### config.mk
export PLATFORM = sky130hd
export DESIGN_NAME = half_band_decimator
export DESIGN_NICKNAME = d
export VERILOG_FILES = /design/src/rtl/hb_pkg.sv /design/src/rtl/hb_sat_round.sv /design/src/rtl/half_band_decimator.sv
export SDC_FILE = /design/constraint.sdc
export NUM_CORES = 2
export LEC_CHECK = 0
export BUFFER_PORTS_ARGS = -buffer_cell sky130_fd_sc_hd__buf_2
export CAP_MARGIN = 20
export CORE_MARGIN = 8
export CORE_UTILIZATION = 40
export DETAILED_ROUTE_END_ITERATION = 8
export HOLD_SLACK_MARGIN = 0.15
export PLACE_DENSITY = 0.62
export SLEW_MARGIN = 20
export SYNTH_ARGS = -nofsm -noshare
export SYNTH_HDL_FRONTEND = slang
export SYNTH_HIERARCHICAL = 1
export SYNTH_SLANG_ARGS = --single-unit
### constraint.sdc
create_clock -name clk -period 9.9 [get_ports clk]
set_input_delay 1.485 -clock clk [delete_from_list [all_inputs] [get_ports clk]]
set_output_delay 1.485 -clock clk [all_outputs]
set_load 0.1 [all_outputs]
### src/rtl/hb_pkg.sv
// Constants shared by the half-band decimator and interpolators: data and
// coefficient widths, the non-zero half-band taps (1s17) and output clip limits.
package hb_pkg;

    localparam int DW        = 18;
    localparam int CW        = 18;
    localparam int AW        = 38;
    localparam int FRAC_BITS = 17;
    localparam int NTAPS     = 11;

    // Symmetric taps; odd taps other than the centre are zero and never computed
    localparam logic signed [CW-1:0] HB_H0 = 18'sd1534;
    localparam logic signed [CW-1:0] HB_H2 = -18'sd8454;
    localparam logic signed [CW-1:0] HB_H4 = 18'sd39688;
    localparam logic signed [CW-1:0] HB_H5 = 18'sd65536;

    localparam int SAT_MAX = 131071;
    localparam int SAT_MIN = -131072;

endpackage

### src/rtl/hb_sat_round.sv
// Accumulator-to-sample conversion: arithmetic right shift (floor) followed by
// clipping to the signed output range.
module hb_sat_round
    import hb_pkg::*;
#(
    parameter int IW    = AW,
    parameter int OW    = DW,
    parameter int SHIFT = FRAC_BITS
) (
    input  logic signed [IW-1:0] acc,
    output logic signed [OW-1:0] q
);

    localparam logic signed [IW-1:0] MAX_W = IW'(SAT_MAX);
    localparam logic signed [IW-1:0] MIN_W = IW'(SAT_MIN);

    logic signed [IW-1:0] shifted_s;

    assign shifted_s = acc >>> SHIFT;

    // Clip the shifted accumulator into the output range
    always_comb begin
        q = shifted_s[OW-1:0];
        if (shifted_s > MAX_W) begin
            q = OW'(SAT_MAX);
        end else if (shifted_s < MIN_W) begin
            q = OW'(SAT_MIN);
        end else begin
            q = shifted_s[OW-1:0];
        end
    end

endmodule

### src/rtl/half_band_decimator.sv
// 2:1 half-band decimator: 11-tap delay line, output-side polyphase compute on
// every second accepted sample, two pipeline stages to a registered y/y_valid.
module half_band_decimator
    import hb_pkg::*;
(
    input  logic          clk,
    input  logic          reset,
    input  logic          clk_en,
    input  logic [DW-1:0] x_in,
    output logic [DW-1:0] y,
    output logic          y_valid
);

    logic signed [DW-1:0] x_r [0:NTAPS-1];
    logic                 phase_r;
    logic                 compute_r;
    logic                 prod_valid_r;
    logic signed [AW-1:0] p0_r, p2_r, p4_r, p5_r;
    logic signed [DW:0]   pre0_s, pre2_s, pre4_s;
    logic signed [AW-1:0] m0_s, m2_s, m4_s, m5_s;
    logic signed [AW-1:0] acc_s;
    logic signed [DW-1:0] y_sat_s;
    logic signed [DW-1:0] y_r;
    logic                 y_valid_r;

    // Pre-adds exploit coefficient symmetry; 19 bits hold the sum of two samples
    assign pre0_s = (DW+1)'(x_r[0]) + (DW+1)'(x_r[10]);
    assign pre2_s = (DW+1)'(x_r[2]) + (DW+1)'(x_r[8]);
    assign pre4_s = (DW+1)'(x_r[4]) + (DW+1)'(x_r[6]);

    assign m0_s  = AW'(pre0_s) * AW'(HB_H0);
    assign m2_s  = AW'(pre2_s) * AW'(HB_H2);
    assign m4_s  = AW'(pre4_s) * AW'(HB_H4);
    assign m5_s  = AW'(x_r[5]) * AW'(HB_H5);
    assign acc_s = p0_r + p2_r + p4_r + p5_r;

    hb_sat_round u_sat (
        .acc (acc_s),
        .q   (y_sat_s)
    );

    // Delay line and decimation phase advance on every accepted sample
    always_ff @(posedge clk) begin
        if (reset) begin
            for (int k = 0; k < NTAPS; k++) begin
                x_r[k] <= '0;
            end
            phase_r <= 1'b0;
        end else if (clk_en) begin
            x_r[0] <= x_in;
            for (int k = 1; k < NTAPS; k++) begin
                x_r[k] <= x_r[k-1];
            end
            phase_r <= ~phase_r;
        end
    end

    // Stage 1: products taken from the line as it stood after the compute sample
    always_ff @(posedge clk) begin
        if (reset) begin
            compute_r    <= 1'b0;
            prod_valid_r <= 1'b0;
            p0_r         <= '0;
            p2_r         <= '0;
            p4_r         <= '0;
            p5_r         <= '0;
        end else begin
            compute_r    <= clk_en & phase_r;
            prod_valid_r <= compute_r;
            if (compute_r) begin
                p0_r <= m0_s;
                p2_r <= m2_s;
                p4_r <= m4_s;
                p5_r <= m5_s;
            end
        end
    end

    // Stage 2: accumulate, scale, clip and present the result
    always_ff @(posedge clk) begin
        if (reset) begin
            y_r       <= '0;
            y_valid_r <= 1'b0;
        end else begin
            y_valid_r <= prod_valid_r;
            if (prod_valid_r) begin
                y_r <= y_sat_s;
            end
        end
    end

    assign y       = y_r;
    assign y_valid = y_valid_r;

endmodule
## Yosys cells after proc, flatten, opt, wreduce, memory -nomap -nowiden

Memory sizes are Yosys's and may differ from the RTL's.
Index checks and enable logic that the tools add are counted.

| word-level totals | value |
|---|---|
| register bits | 149 |
| bits in writable memories | 198 |
| input bits | 21 |
| output and inout port bits | 19 |
| word-level logic and storage cells | 52 |
| memories kept | 1 |

| operators by class | value |
|---|---|
| $add $sub $neg | 6 |
| $mul | 3 |
| $lt $le $gt $ge | 2 |
| mux-type cells | 18 |
| bitwise logic cells | 13 |

Memories:

| name | depth | width | rd ports | clocked after Yosys merged registers in | write ports | line | text |
|---|---|---|---|---|---|---|---|
| x_r | 11 | 18 | 11 | 0 | 11 | half_band_decimator.sv:14 | `logic signed [DW-1:0] x_r [0:NTAPS-1];` |

Operator list:

| kind | number |
|---|---|
| two-way mux 18 bit | 13 |
| adder 38 bit | 2 |
| multiplier 19 x 14 -> 33 bit, second input constant | 2 |
| adder 18 x 18 -> 19 bit | 3 |
| adder 38 x 34 -> 38 bit | 1 |
| multiplier 19 x 11 -> 30 bit, second input constant | 1 |
| > comparator 21 x 18 -> 1 bit, second input constant | 1 |
| less-than comparator 21 x 18 -> 1 bit, second input constant | 1 |
| bitwise OR 1 bit | 11 |
| two-way mux 1 bit | 5 |
| AND 1 bit | 1 |
| NOT 1 bit | 1 |

## Logic depth before layout (Yosys ltp)

| depth | value |
|---|---|
| word-level depth | 6 |
| depth in mapped cells | 31 |
| depth with buffers taken out | 31 |

## Hierarchy

Netlist, hierarchy kept.

By module, submodules not included:

| module | instances | cells an instance | area an instance (um^2) |
|---|---|---|---|
| half_band_decimator | 1 | 2930 | 31435.1 |
| hb_sat_round | 1 | 63 | 414.1 |

## Worst setup path before layout

Ideal clock, no wire load.

| timing path | value |
|---|---|
| path type | register -> register |
| from | mem x_r[2][1], in the netlist x_r[0][37] |
| to | reg p2_r[32] |
| arrival time | 7603 ps |
| data required time | 9769 ps |
| setup slack | 2166 ps |
| cell stages (with the launch flop) | 28 |
| clock period less this slack | 7734 ps |
| cell sequence | edfxtp_1 ha_1 a21o_1 a21o_1 a21oi_2 o21ai_1 a221o_1 a221o_1 a2111o_1 a21oi_2 xnor2_1 fa_1 fa_1 fa_1 fa_1 fa_1 ha_1 ha_1 a21o_1 a21oi_1 nand2_1 a2111oi_0 nor2_1 a221oi_1 a21oi_1 nor2_1 xor2_1 o21ai_0 |

RTL lines:

| item | line | text |
|---|---|---|
| start: declaration | half_band_decimator.sv:14 |  |
| end signal: assignment | half_band_decimator.sv:72 | `p2_r <= m2_s;` |
| end: declaration | half_band_decimator.sv:18 | `logic signed [AW-1:0] p0_r, p2_r, p4_r, p5_r;` |

==> reports/results.ini <==
[status]
outcome=finished, final reports clean

[global_routing]
grt_pass1_wl_mm=118.3
grt_pass1_vias=21100
antenna_found_initial=1
gr-total-overflow=0
grt_usage_pct=16.73
grt_max_degree=103

[final_layout]
final_common_cell=inv_1
drive_gt1_share_pct=5.099
final_nets=3771
fillCellCount=7489
final_cell_mix=inv_1 (449), ha_1 (382), fa_1 (380)
syn2layout_area_growth_pct=8.958

[hold_path]
hold_depth=1
hold_path.class=flop to flop

[route]
num_vias=20340
wl_per_cell_um=18.07
avgViaCountPerCell=4.997
finalWirelength_mm=73.55
drt_iter0_markers=1100
dr.pass1.iters=4
drcViolationCount=0
drtAntennaViolNets=0

[sta]
hold_slack_ns=0.4780
hold_viol=0
relSlewSlack_pct=29.29
setup_tns_ns=0
skew_ns=0.02522
report.final.slew_viol_count=0
period_share_pct=85.38
rsz0062_at_grt=no
tightest_slew_ns=1.059
fmax_mhz=118.3
setup_viol=0
fin_crit_ns=8.452

[clock_network]
cts_root_buffer=clkbuf_16
cts_resized=0
ctsHoldBuffers=0
cts_tree=done
cts_max_level=2
post_cts_buffers=0
clock-sinks=334
insertion_delay_ns=0.58
clk_pin_slew_ns=0.06
cts_max_path_buffers=3
numCtsBuffers=40

[worst_setup_path]
cp_slowest_stage_delay_ns=0.56
cp_max_fo=7
arrival_ns=8.95
path_delay_family=compound AO/OA/AOI/OAI gates
path_buf_inv=2
required_ns=10.39
startpoint_type=flop
slowest_stage=xnor2_1
end_kind=flop
crit_type=flop to flop
rr_worst_depth=27
path_depth=27

[die]
core_um2=78610
fp-row-count=103
die_w_um=297.2
dieArea_um2=88310
initial_core_util_pct=40.22
die_h_um=297.2
num_io_pins=40

[place]
gp_congestion=0.8814
place_hpwl_mm=59.84
io_buffers=39

[synth]
syn_avg_cell_area_um2=10.69
syn_nets=3741
syn_area_um2=31620
yosysWarnings=6
synth_cells=2958

[run]
drv_cap=0

-- per-stage QoR --
step	setup slack [ns]	cell area, um2	util [%]	cells
after floorplan	2.166	31620	-	2958
after global placement	1.486	33030	42.02	3996
after detailed placement	1.399	33030	42.02	3996
after CTS	1.392	34430	43.80	4070
after global routing	0.8681	34450	43.82	4070
final	1.448	34450	43.83	4071
-- layer usage --
metal,global-route usage (%),wire length [um]
met1,23.53,35610
met2,26.63,32910
met3,2.502,2895
met4,4.929,2139
met5,0,0
-- sequential cells by signal, indices dropped and copies added, names as in the netlist --
| signal | count |
|---|---|
| y | 18 |
| y_valid | 1 |
| x_r | 198 |
| p5_r | 18 |
| prod_valid_r | 1 |
| compute_r | 1 |
| p2_r | 33 |
| p4_r | 33 |
| phase_r | 1 |
| p0_r | 30 |
-- final timing paths --
path | startpoint | endpoint | slack, ns
worst max-delay path | x_r[0][145]$_SDFFCE_PN0P_ | p2_r[33]$_SDFFE_PP0P_ | 1.45
worst min-delay path | phase_r$_SDFFE_PP0P_ | compute_r$_SDFF_PP0_ | 0.48
worst min register to register | phase_r$_SDFFE_PP0P_ | compute_r$_SDFF_PP0_ | 0.48
worst max register to register | x_r[0][145]$_SDFFCE_PN0P_ | p2_r[33]$_SDFFE_PP0P_ | 1.45
-- final cells by class --
type                    count  area, um2  area share (%)
multi-input cells        2096      20990           60.91
flip-flops and latches    334       8672           25.17
inverters                 452       1697           4.924
well taps                1050       1314           3.813
clock buffers              48       1095           3.178
repair buffers             64      385.4           1.118
clock inverters            26      304.0          0.8825
diodes                      1      2.502        0.007263
Power is not shown: default switching activity piles up to over one toggle a cycle in this logic, so the estimate is an artifact.
